**src/rtl/sprite_addr_gen.sv**
```systemverilog
// Sprite ROM address generator and pixel qualifier: scan coordinates in, aligned transparency-keyed pixel out.
// Optional horizontal mirroring is compiled in with `define SPRITE_MIRROR_EN (adds the i_flip input).
module sprite_addr_gen #(
  parameter int SPR_W  = 34,
  parameter int SPR_H  = 27,
  parameter int ADDR_W = 10,
  parameter int DATA_W = 8,
  parameter logic [DATA_W-1:0] TRANS_KEY = 8'h00
) (
  input  logic              i_clk2,
  input  logic              i_rst,
  input  logic              i_pix_stb,
  input  logic [9:0]        i_x,
  input  logic [9:0]        i_y,
  input  logic              i_frame_start,
  input  logic [9:0]        i_spr_x,
  input  logic [9:0]        i_spr_y,
`ifdef SPRITE_MIRROR_EN
  input  logic              i_flip,
`endif
  output logic [ADDR_W-1:0] o_rom_addr,
  input  logic [DATA_W-1:0] i_rom_data,
  output logic              o_pix_stb,
  output logic [DATA_W-1:0] o_pix_data,
  output logic              o_sprite_on
);

  localparam int COL_W = $clog2(SPR_W);
  localparam logic [10:0] SPR_W11 = 11'(SPR_W);
  localparam logic [10:0] SPR_H11 = 11'(SPR_H);

  logic [9:0]        ax, ay;
  logic [ADDR_W-1:0] row_base;
  logic [COL_W-1:0]  col;
  logic              s1_valid, s1_hit, s2_valid, s2_hit;

  logic              frame_now;
  logic [10:0]       x11, y11, ax11, ay11;
  logic [ADDR_W-1:0] base_eff;
  logic [COL_W-1:0]  col_eff;
  logic [ADDR_W-1:0] col_term;
  logic [ADDR_W-1:0] addr_next;
  logic              hit, last_col;

`ifdef SPRITE_MIRROR_EN
  logic flip_q;
  logic flip_eff;
`endif

  // The strobe carrying frame_start sees the new origin and a cleared counter in the same cycle.
  always_comb begin
    frame_now = i_pix_stb && i_frame_start;
    x11       = {1'b0, i_x};
    y11       = {1'b0, i_y};
    ax11      = frame_now ? {1'b0, i_spr_x} : {1'b0, ax};
    ay11      = frame_now ? {1'b0, i_spr_y} : {1'b0, ay};
    base_eff  = frame_now ? '0 : row_base;
    col_eff   = frame_now ? '0 : col;
    hit       = (x11 >= ax11) && (x11 < ax11 + SPR_W11) &&
                (y11 >= ay11) && (y11 < ay11 + SPR_H11);
    last_col  = (x11 == ax11 + SPR_W11 - 11'd1);
`ifdef SPRITE_MIRROR_EN
    flip_eff  = frame_now ? i_flip : flip_q;
    col_term  = flip_eff ? (ADDR_W'(SPR_W - 1) - ADDR_W'(col_eff)) : ADDR_W'(col_eff);
`else
    col_term  = ADDR_W'(col_eff);
`endif
    addr_next = base_eff + col_term;
  end

  always_ff @(posedge i_clk2) begin
    if (i_rst) begin
      ax          <= '0;
      ay          <= '0;
      row_base    <= '0;
      col         <= '0;
      o_rom_addr  <= '0;
      s1_valid    <= 1'b0;
      s1_hit      <= 1'b0;
      s2_valid    <= 1'b0;
      s2_hit      <= 1'b0;
      o_pix_stb   <= 1'b0;
      o_pix_data  <= '0;
      o_sprite_on <= 1'b0;
`ifdef SPRITE_MIRROR_EN
      flip_q      <= 1'b0;
`endif
    end else begin
      s1_valid  <= i_pix_stb;
      s2_valid  <= s1_valid;
      s2_hit    <= s1_hit;
      o_pix_stb <= s2_valid;

      if (i_pix_stb) begin
        s1_hit <= hit;
        if (i_frame_start) begin
          ax <= i_spr_x;
          ay <= i_spr_y;
`ifdef SPRITE_MIRROR_EN
          flip_q <= i_flip;
`endif
        end
        // Row base steps by one sprite row at the right edge, replacing a y*SPR_W multiply.
        if (hit) begin
          o_rom_addr <= addr_next;
          if (last_col) begin
            col      <= '0;
            row_base <= base_eff + ADDR_W'(SPR_W);
          end else begin
            col      <= col_eff + COL_W'(1);
            row_base <= base_eff;
          end
        end else begin
          col      <= col_eff;
          row_base <= base_eff;
        end
      end

      if (s2_valid) begin
        o_pix_data  <= s2_hit ? i_rom_data : '0;
        o_sprite_on <= s2_hit && (i_rom_data != TRANS_KEY);
      end
    end
  end

endmodule

```
**config.mk**
```make
export PLATFORM = sky130hd
export DESIGN_NAME = sprite_addr_gen
export DESIGN_NICKNAME = d
export VERILOG_FILES = /design/src/rtl/sprite_addr_gen.sv
export SDC_FILE = /design/constraint.sdc
export NUM_CORES = 1
export LEC_CHECK = 0
export CAP_MARGIN = 10
export CORE_UTILIZATION = 49
export DETAILED_ROUTE_END_ITERATION = 16
export HOLD_SLACK_MARGIN = 0.15
export PLACE_DENSITY = 0.81
export SLEW_MARGIN = 20
export SYNTH_ARGS = -nofsm -noshare
export SYNTH_HDL_FRONTEND = slang
export SYNTH_SLANG_ARGS = --single-unit
```
**constraint.sdc**
```tcl
create_clock -name i_clk2 -period 6.2 [get_ports i_clk2]
set_input_delay 1.86 -clock i_clk2 [delete_from_list [all_inputs] [get_ports i_clk2]]
set_output_delay 1.86 -clock i_clk2 [all_outputs]
set_load 0.005 [all_outputs]
```
---- After elaboration in Yosys (flattened, before gate mapping) ----
Cells that the tools add are included.
storage, ports and cells
  register bits after elaboration ......... 60
  bits of input ports ..................... 52
  output and inout port bits .............. 20
  word-level logic and storage cells ...... 40
cells by class
  add/subtract/negate cells ............... 6
  $lt $le $gt $ge ......................... 4
  equality and inequality tests ........... 1
  multiplexer cells ....................... 9
  reductions and logical operators ........ 8
operators by type and width
  cell                   number
  $mux 10                5
  $lt 10x11->1           2
  $ge 10x10->1           2
  $mux 6                 3
  $add 10x5->11 const B  1
  $add 10x6->11 const B  1
  $eq 10x11->1           1
  $sub 11x1->11 const B  1
  $add 10x6->10          1
  $add 10x6->10 const B  1
  $mux 8                 1
  $reduce_bool 8->1      1
  $add 6x1->6 const B    1
  $logic_and 1x1->1      5
  $reduce_and 2->1       2

---- Depth between registers and ports, before layout ----
Gate-level depths: netlist (run 1).
  depth in word-level cells ............... 8
  mapped depth ............................ 22
  mapped depth without buffers ............ 16

---- Worst setup path after synthesis (run 1) ----
Ideal clock, no wire load.
  path type ............................... in2reg
  start ................................... input i_pix_stb
  end ..................................... register row_base[8]
  library setup time ...................... 0.086 ns
  data arrival time ....................... 6.118 ns
  data required time ...................... 6.114 ns
  setup slack ............................. -0.003 ns
  stages on the path ...................... 20
  buffers on the path ..................... 6
  path through ............................ buf_2 -> nand2_8 -> clkbuf_1 -> clkbuf_1 -> buf_1 -> mux2i_1 -> inv_1 -> ha_1 -> inv_1 -> ha_1 -> o211ai_1 -> a21oi_1 -> a31oi_1 -> a311oi_1 -> or2_1 -> clkbuf_1 -> or3_1 -> buf_2 -> or4_1 -> a211oi_1
between the ends
  cells in the longest elaborated chain, start to end .. 8
  elaborated cells between the ends (all ways) .. 18
  classes of those cells .................. add/sub: 4; order compare: 4; eq/ne: 1; mux: 5; reduce/logical: 4
ends and longest elaborated chain
  what                                                                   line  text
  from (decl)                                                            12    input logic i_pix_stb,
  parallel branches: the longest is 8 deep, another holds $add 10x6->11  n/a
  to (signal assigned)                                                   108   row_base <= base_eff + ADDR_W'(SPR_W);
  to (signal assigned)                                                   111   row_base <= base_eff;
  to (signal assigned)                                                   115   row_base <= base_eff;
  to (decl)                                                              33    logic [ADDR_W-1:0] row_base;
Several ways; the timed one is not identified.
A chain may end at the register's enable or synchronous reset.

---- Worst setup path after layout (run 1) ----
  start ................................... input i_frame_start
  end ..................................... register row_base[8]
between the ends
  cells in the longest elaborated chain, start to end .. 8
  elaborated cells between the ends (all ways) .. 18
  classes of those cells .................. add/sub: 4; order compare: 4; eq/ne: 1; mux: 5; reduce/logical: 4
ends and longest elaborated chain
  what                                                                   line  text
  from (decl)                                                            15    input logic i_frame_start,
  $logic_and 1x1->1 *                                                    52    frame_now = i_pix_stb && i_frame_start;
  parallel branches: the longest is 6 deep, another holds $add 10x6->11  n/a
  $mux 10 *                                                              104   if (hit) begin
Every way passes the cells marked *.

==> results of run 1 <==
-- cell families (layout without fill, tap and decap cells) --
family / Yosys count / count (layout) / share of synthesized area, %
flops: 60 / 60 / 27.6
fa+ha+maj: 49 / 49 / 14.2
mux: 28 / 28 / 6.90
compound gates: 104 / 104 / 17.0
buf+inv: 46 / 125 / 4.60
xor+xnor: 32 / 32 / 6.44
simple gates: 197 / 197 / 23.2
-- placed cells by master (no fill, tap or decap), types with 5 or more instances in the layout --
master / synthesis / routed
buf_4: 0 / 14
clkbuf_8: 0 / 10
o21ai_0: 17 / 17
xnor2_1: 23 / 23
inv_1: 23 / 23
ha_1: 47 / 47
nor3_1: 10 / 10
nand4_1: 7 / 7
a21oi_1: 32 / 32
clkdlybuf4s50_1: 0 / 70
and2_1: 13 / 13
dfxtp_1: 60 / 60
mux2i_1: 23 / 23
a211oi_1: 10 / 10
o211ai_1: 5 / 5
nand3_1: 19 / 19
nand2_1: 28 / 28
xor2_1: 9 / 9
or3_1: 7 / 7
nor2_1: 65 / 65
nand2b_1: 8 / 8
nor2b_1: 14 / 14
a21o_1: 5 / 5
-- state kept, by name, summed over array words and instances (netlist names), 6 cells and up --
| signal | flops |
|---|---|
| o_pix_data | 8 |
| row_base | 10 |
| ay | 10 |
| col | 6 |
| o_rom_addr | 10 |
| ax | 10 |
-- final cells by class --
cell class,count,area (sq um)
clock inverter,5,75.1
multi-input combinational,410,2950
clock buffer,11,141
tap,108,135
sequential,60,1200
inverter,23,86.3
timing repair buffer,86,831
fill,722,3220
-- routing by layer --
metal	routed length (microns)	part of all wire, %	GRT usage (%)	vias to the layer above
met5	0	0	0	-
met4	67	0.63	7.84	0
met3	558	5.3	4.58	8
met2	5210	49	42.4	127
met1	4770	45	30.3	1902
li1	-	-	-	1993
-- path summary, 6_finish.rpt --
| check | endpoint | slack (ps) | cells after the start |
|---|---|---|---|
| worst max-delay path | row_base[8] | 390 | 16 |
| worst min register to register | s2_valid | 440 | 1 |
| worst max register to register | row_base[8] | 2400 | 14 |
| worst min-delay path | s2_valid | 440 | 1 |
-- per-stage QoR --
step	utilization, %	hold WS [ps]	instance area [sq um]	worst slack [ps]	std cells
final	62.7	440	5420	393	703
after global routing	62.7	464	5420	111	703
after CTS	62.7	445	5420	404	703
after detailed placement	60.2	427	5200	64.8	687
after global placement	60.2	417	5200	208	687
after floorplan	-	414	4350	100	516
-- power by group through the flow --
stage | Sequential [W] | Combinational [W] | Clock (W)
6_report | 0.000399 | 0.000238 | 0.000391
5_1_grt | 0.000400 | 0.000265 | 0.000413
4_1_cts | 0.000399 | 0.000237 | 0.000396
3_5_place_dp | 0.000408 | 0.000235 | 0
3_3_place_gp | 0.000408 | 0.000225 | 0
2_1_floorplan | 0.000406 | 0.000153 | 0
-- worst max-delay path: cells and delay by family --
kind / cells / cell delay, ps
adders and majority gates: 2 / 560
and+or+nand+nor: 3 / 1130
muxes: 1 / 410
buffers and inverters: 1 / 520
xor gates and xnor gates: 1 / 210
AOI/OAI and AO/OA: 8 / 1360
==> impl_results.md, run 1 <==
- Pin count of the biggest net entering global routing: 63
- Worst hold path class: register to register
- Global Route Usage Sum: 24.4%
- DRT iter0 DRCs: 195
- Largest clock skew in the final design: 14.8 ps
- Post-CTS repair timing setup buffer count: 0
- Data required, critical path: 6460 ps
- Area share of the largest cell type after synthesis: 27.6%
- Maximum achievable frequency: 172 MHz
- Clock input transition at the sequential cells of the worst setup and hold paths: 80 ps
- Growth of design area from synthesis to finish: 24.6%
- Ys flop type: dfxtp_1
- Critical path origin: i_frame_start
- Number of setup violations in the final report: 0
- Chain of cells forming the critical path: clkdlybuf4s50_1, nand2_8, mux2i_1, ha_1, o21ai_0, xnor2_1, ha_1, a21o_1, a31oi_1, o21ai_0, o2111ai_1, a32o_1, o2111ai_4, or3_1, or4_1, a211oi_1
- Count of buffers inserted at the top-level ports: approximately 70
- Initial antenna violation count: 0
- Global-route wire length before repair: 17700 microns
- Quantity of gates resized following cts: 0
- Number of nets in the synthesized netlist: 616
- Final Slew Violations: 0
- Detailed-route DRC error count: 0
- Register bit total from synthesis: 60
- Horiz. Die Dim: 96.2 microns
- Internal power summed over all cells: 0.000743 W
- Tightest slew margin relative to the limit: between 50% and 60%
- Sw frac: 27.8%
- Final worst path period need: 5810 ps
- Setup TNS: 0 ps
- CTS sink cnt: 60
- Cell with the most instances after synthesis: nor2_1
- H-tree levels: 3
- Max-cap violations: 0
- Overflow left after global routing: 0
- Cell accounting for the most synthesized area: dfxtp_1
- Largest cells by area after synthesis: dfxtp_1, ha_1, nor2_1
- Slowest stage delay, CP: 520 ps
- Total die area: 0.00926 sq mm
- Share of cells above drive strength 1: 8.57%
- Post-synth EDFFs: 0
- CP Data Arrival Time: slightly above 6000 ps
- Hold buffer count at cts: 0
- Number of standard cells after synthesis: 516
- Warnings from Yosys: 0
- Final HPWL from detailed placement: between 8000 and 9000 microns
- Worst Min Path Start: s1_valid
- Final antenna diode count: 0
- Clk Latency, worst-skew pair: 350 ps
- Startpoint of the lowest-slack register-to-register path: ay[0]
- Total power: 0.00103 W
- Core region area: ~0.0086 sq mm
- Fraction of synthesis flops using an asynchronous set or reset pin: 0%
- Length of the first detailed-routing pass in iterations: 4
- Number of buffers on the longest clock path: 2
- Count of nets after finishing: 690
- Number of distinct library cell variants in the gate-level netlist after synthesis: between 60 and 70
- Sequential fraction of the synthesis area: between 20% and 30%
- PD cells: 190 mW/mm^2
- Outcome: complete, no violations
- Power spent charging and discharging nets: 0.000286 W
- Number of global-route vias before repair: 3895
- Most common library cells after synthesis: nor2_1, dfxtp_1, ha_1, a21oi_1, nand2_1
- Critical path's slowest cell: clkdlybuf4s50_1
- Part of the total power dissipated in sequential elements: between 30% and 40%
- Root cell of the clock tree: clkbuf_8
- Post-detailed-route via-to-cell ratio: approximately 5.7
- Comb pwr share: 23.2%
- Largest fanout of any net on the critical path: 13
- Portion of the clock cycle consumed by the worst path in the final layout: 93.7%
- Cell Rows: 34
- TritonCTS clock tree: done
- Worst slew pin tran: 636 ps
- Die boundary height: ~96 microns
- Total number of vias: 4030
- Initial core utilization: about half
- Type of origin of the critical path: input pin
- Leakage power total: 2.22 nW
- Max rail drop VDD: around 0.12 mV
- Crit path kind: input pin to register
- Detailed Route WL: 10600 microns
- RSZ-0062 raised after global routing: false
- Total standard cell area after synthesis: 0.00435 sq mm
- Routed wire per std cell: roughly 15 microns
- Share of power burned in the clock network: 38.0%
- Routability-driven placement congestion ratio: around 0.94
- Crit path capture type: register
- Mapped Avg Cell Area: 8.43 sq um
- Io pins: 72
- Number of buffers inserted during clock tree synthesis: 9
- Hold violation total from the final report: 0
- Count of nets left with antenna violations after detail routing: 0
Power figures use the tool's default switching activity.
==> run 2: changes to the inputs <==
--- a/config.mk
+++ b/config.mk
@@ -9,2 +9,3 @@
 export CORE_UTILIZATION = 49
+export CTS_CLUSTER_SIZE = 40
 export DETAILED_ROUTE_END_ITERATION = 16
==> constraint.sdc (replaced) <==
create_clock -name i_clk2 -period 6.2 [get_ports i_clk2]
set_input_delay 0.62 -clock i_clk2 [delete_from_list [all_inputs] [get_ports i_clk2]]
set_output_delay 0.62 -clock i_clk2 [all_outputs]
set_load 0.005 [all_outputs]
==> run 2 against run 1 <==
  * Final area fell by 1.6%
  * Sequential cell count unchanged
  * Fmax up 15%
  * Combinational power is 4% lower
  * Power fell by 0.93%
  * Clock power hardly changed
  * Setup slack better by 760 ps
  * Sequential power is essentially flat
  * Critical endpoint unchanged
==> impl_results.md, run 2 (synthesized netlist as in run 1, its figures left out) <==
- Data required, critical path: 6450 ps
- Endpoint of the lowest-slack register-to-register path: row_base[8]
- DRT iter0 DRCs: 239
- Worst slew pin tran: 857 ps
- Final worst path period need: 5050 ps
- Routed wire per std cell: 14.2 microns
- Quantity of gates resized following cts: 0
- Type of origin of the critical path: input pin
- Final Slew Violations: 0
- Total number of vias: 3885
- Sw frac: between 20% and 30%
- Detailed-route DRC error count: 0
- Part of the total power dissipated in sequential elements: 39.1%
- H-tree levels: 3
- Initial core utilization: 50.4%
- Post-detailed-route via-to-cell ratio: roughly 5.6
- Largest fanout of any net on the critical path: 36
- Hold buffer count at cts: 0
- Maximum achievable frequency: 198 MHz
- Number of buffers inserted during clock tree synthesis: 9
- Die boundary height: 96.2 microns
- Worst hold path class: register to register
- PD cells: 191 mW/mm^2
- Clk Latency, worst-skew pair: 340 ps
- Number of stages on the worst hold path: 1
- Length of the first detailed-routing pass in iterations: 4
- Power spent charging and discharging nets: between 0.0002 and 0.0003 W
- Worst Min Path Start: s1_valid
- Detailed Route WL: 9810 microns
- Final antenna diode count: 0
- Overflow left after global routing: 0
- Setup TNS: 0 ps
- Crit path capture type: register
- Internal power summed over all cells: 0.000730 W
- Root cell of the clock tree: clkbuf_8
- Crit path kind: input pin to register
- Number of buffers on the longest clock path: 2
- Critical path origin: i_frame_start
- Number of global-route vias before repair: around 3700
- TritonCTS clock tree: done
- Final HPWL from detailed placement: 7520 microns
- Routability-driven placement congestion ratio: 0.859
- Post-CTS repair timing setup buffer count: 0
- Portion of the clock cycle consumed by the worst path in the final layout: 81.4%
- Count of nets left with antenna violations after detail routing: 0
- Worst-case register-to-register setup slack: approximately 2300 ps
- Horiz. Die Dim: 96.2 microns
- CP Data Arrival Time: 5300 ps
- Most frequent standard cell in the layout excluding fill and tap cells: clkdlybuf4s50_1
- Largest clock skew in the final design: 3.72 ps
- Global Route Usage Sum: 22.9%
- Total die area: 0.00926 sq mm
- Number of cells on the worst reg-to-reg path: 15
- CTS sink cnt: 60
- Global-route wire length before repair: ~17000 microns
- Leakage power total: 2.16 nW
- Smallest hold slack: between 400 and 500 ps
- Worst-case hold path end point: s2_valid
- RSZ-0062 raised after global routing: false
- Max-cap violations: 0
- Growth of design area from synthesis to finish: 22.6%
- Startpoint of the lowest-slack register-to-register path: ay[0]
- Hold violation total from the final report: 0
- Share of power burned in the clock network: 38.5%
- Io pins: ~70
- Pin count of the biggest net entering global routing: 63
- Commonest non-fill, non-tap cells in the layout: clkdlybuf4s50_1, nor2_1, dfxtp_1, ha_1, a21oi_1
- Outcome: complete, no violations
- Core region area: 0.00864 sq mm
- Count of nets after finishing: 679
- Comb pwr share: approximately 22%
- Clock input transition at the sequential cells of the worst setup and hold paths: about 70 ps
- Tightest slew margin relative to the limit: 41.3%
- Filler Cell Count: 741
- Initial antenna violation count: 0
- Share of cells above drive strength 1: 7.02%
- Number of setup violations in the final report: 0
- Max rail drop VDD: 0.136 mV
- Count of buffers inserted at the top-level ports: 71
- Cell Rows: 34
==> run 2: how the worst max path moves through the flow <==
stage | to | slack, ps | cells after the start
6_report | row_base[8] | 1150 | 17
5_1_grt | row_base[8] | 850 | 17
4_1_cts | row_base[8] | 1190 | 17
3_5_place_dp | row_base[8] | 870 | 17
3_3_place_gp | row_base[8] | 1130 | 17
2_1_floorplan | row_base[8] | 1240 | 20
==> run 2: layout make-up <==
| cell class | count | area, sq um | share of cell area (%) |
|---|---|---|---|
| timing repair buffer | 75 | 736 | 13.8 |
| clock inverter | 7 | 100 | 1.88 |
| clock buffer | 9 | 124 | 2.32 |
| inverter | 23 | 86.3 | 1.62 |
| tap | 108 | 135 | 2.54 |
| multi-input combinational | 410 | 2950 | 55.3 |
| sequential | 60 | 1200 | 22.5 |
==> run 2: power by group through the flow <==
stage	Combinational (W)	Clock, W	Sequential (W)
after floorplan	0.000153	0	0.000406
after global placement	0.000217	0	0.000408
after detailed placement	0.000227	0	0.000408
after CTS	0.000228	0.000400	0.000399
after global routing	0.000254	0.000424	0.000400
final	0.000228	0.000393	0.000399
==> run 2: metal layers <==
layer | wire length (microns) | global-route usage [%]
met1 | 4400 | 28.8
met2 | 4620 | 38.5
met3 | 608 | 5.06
met4 | 182 | 7.71
met5 | 0 | 0
==> run 2: critical path, stage by stage <==
cell and delay, ps:
clkdlybuf4s50_1 670, nand2_8 390, mux2i_1 460, ha_1 300
nor2_1 60, nor2_1 110, nor2_1 80, xor2_1 170
ha_1 300, a211oi_1 220, o21ai_0 130, o2111ai_1 120
a32o_1 250, o2111ai_4 180, or3_1 520, or4_1 440
a211oi_1 240
==> run 2: stage by stage <==
| stage | util, % | std cells | instance area, sq um | setup slack [ps] | power [W] |
|---|---|---|---|---|---|
| after global placement | 59.1 | 676 | 5110 | 1130 | 0.000625 |
| after floorplan | - | 516 | 4350 | 1240 | 0.000560 |
| final | 61.7 | 692 | 5330 | 1150 | 0.00102 |
| after global routing | 61.7 | 692 | 5330 | 849 | 0.00108 |
| after CTS | 61.7 | 692 | 5330 | 1190 | 0.00103 |
| after detailed placement | 59.1 | 676 | 5110 | 872 | 0.000634 |
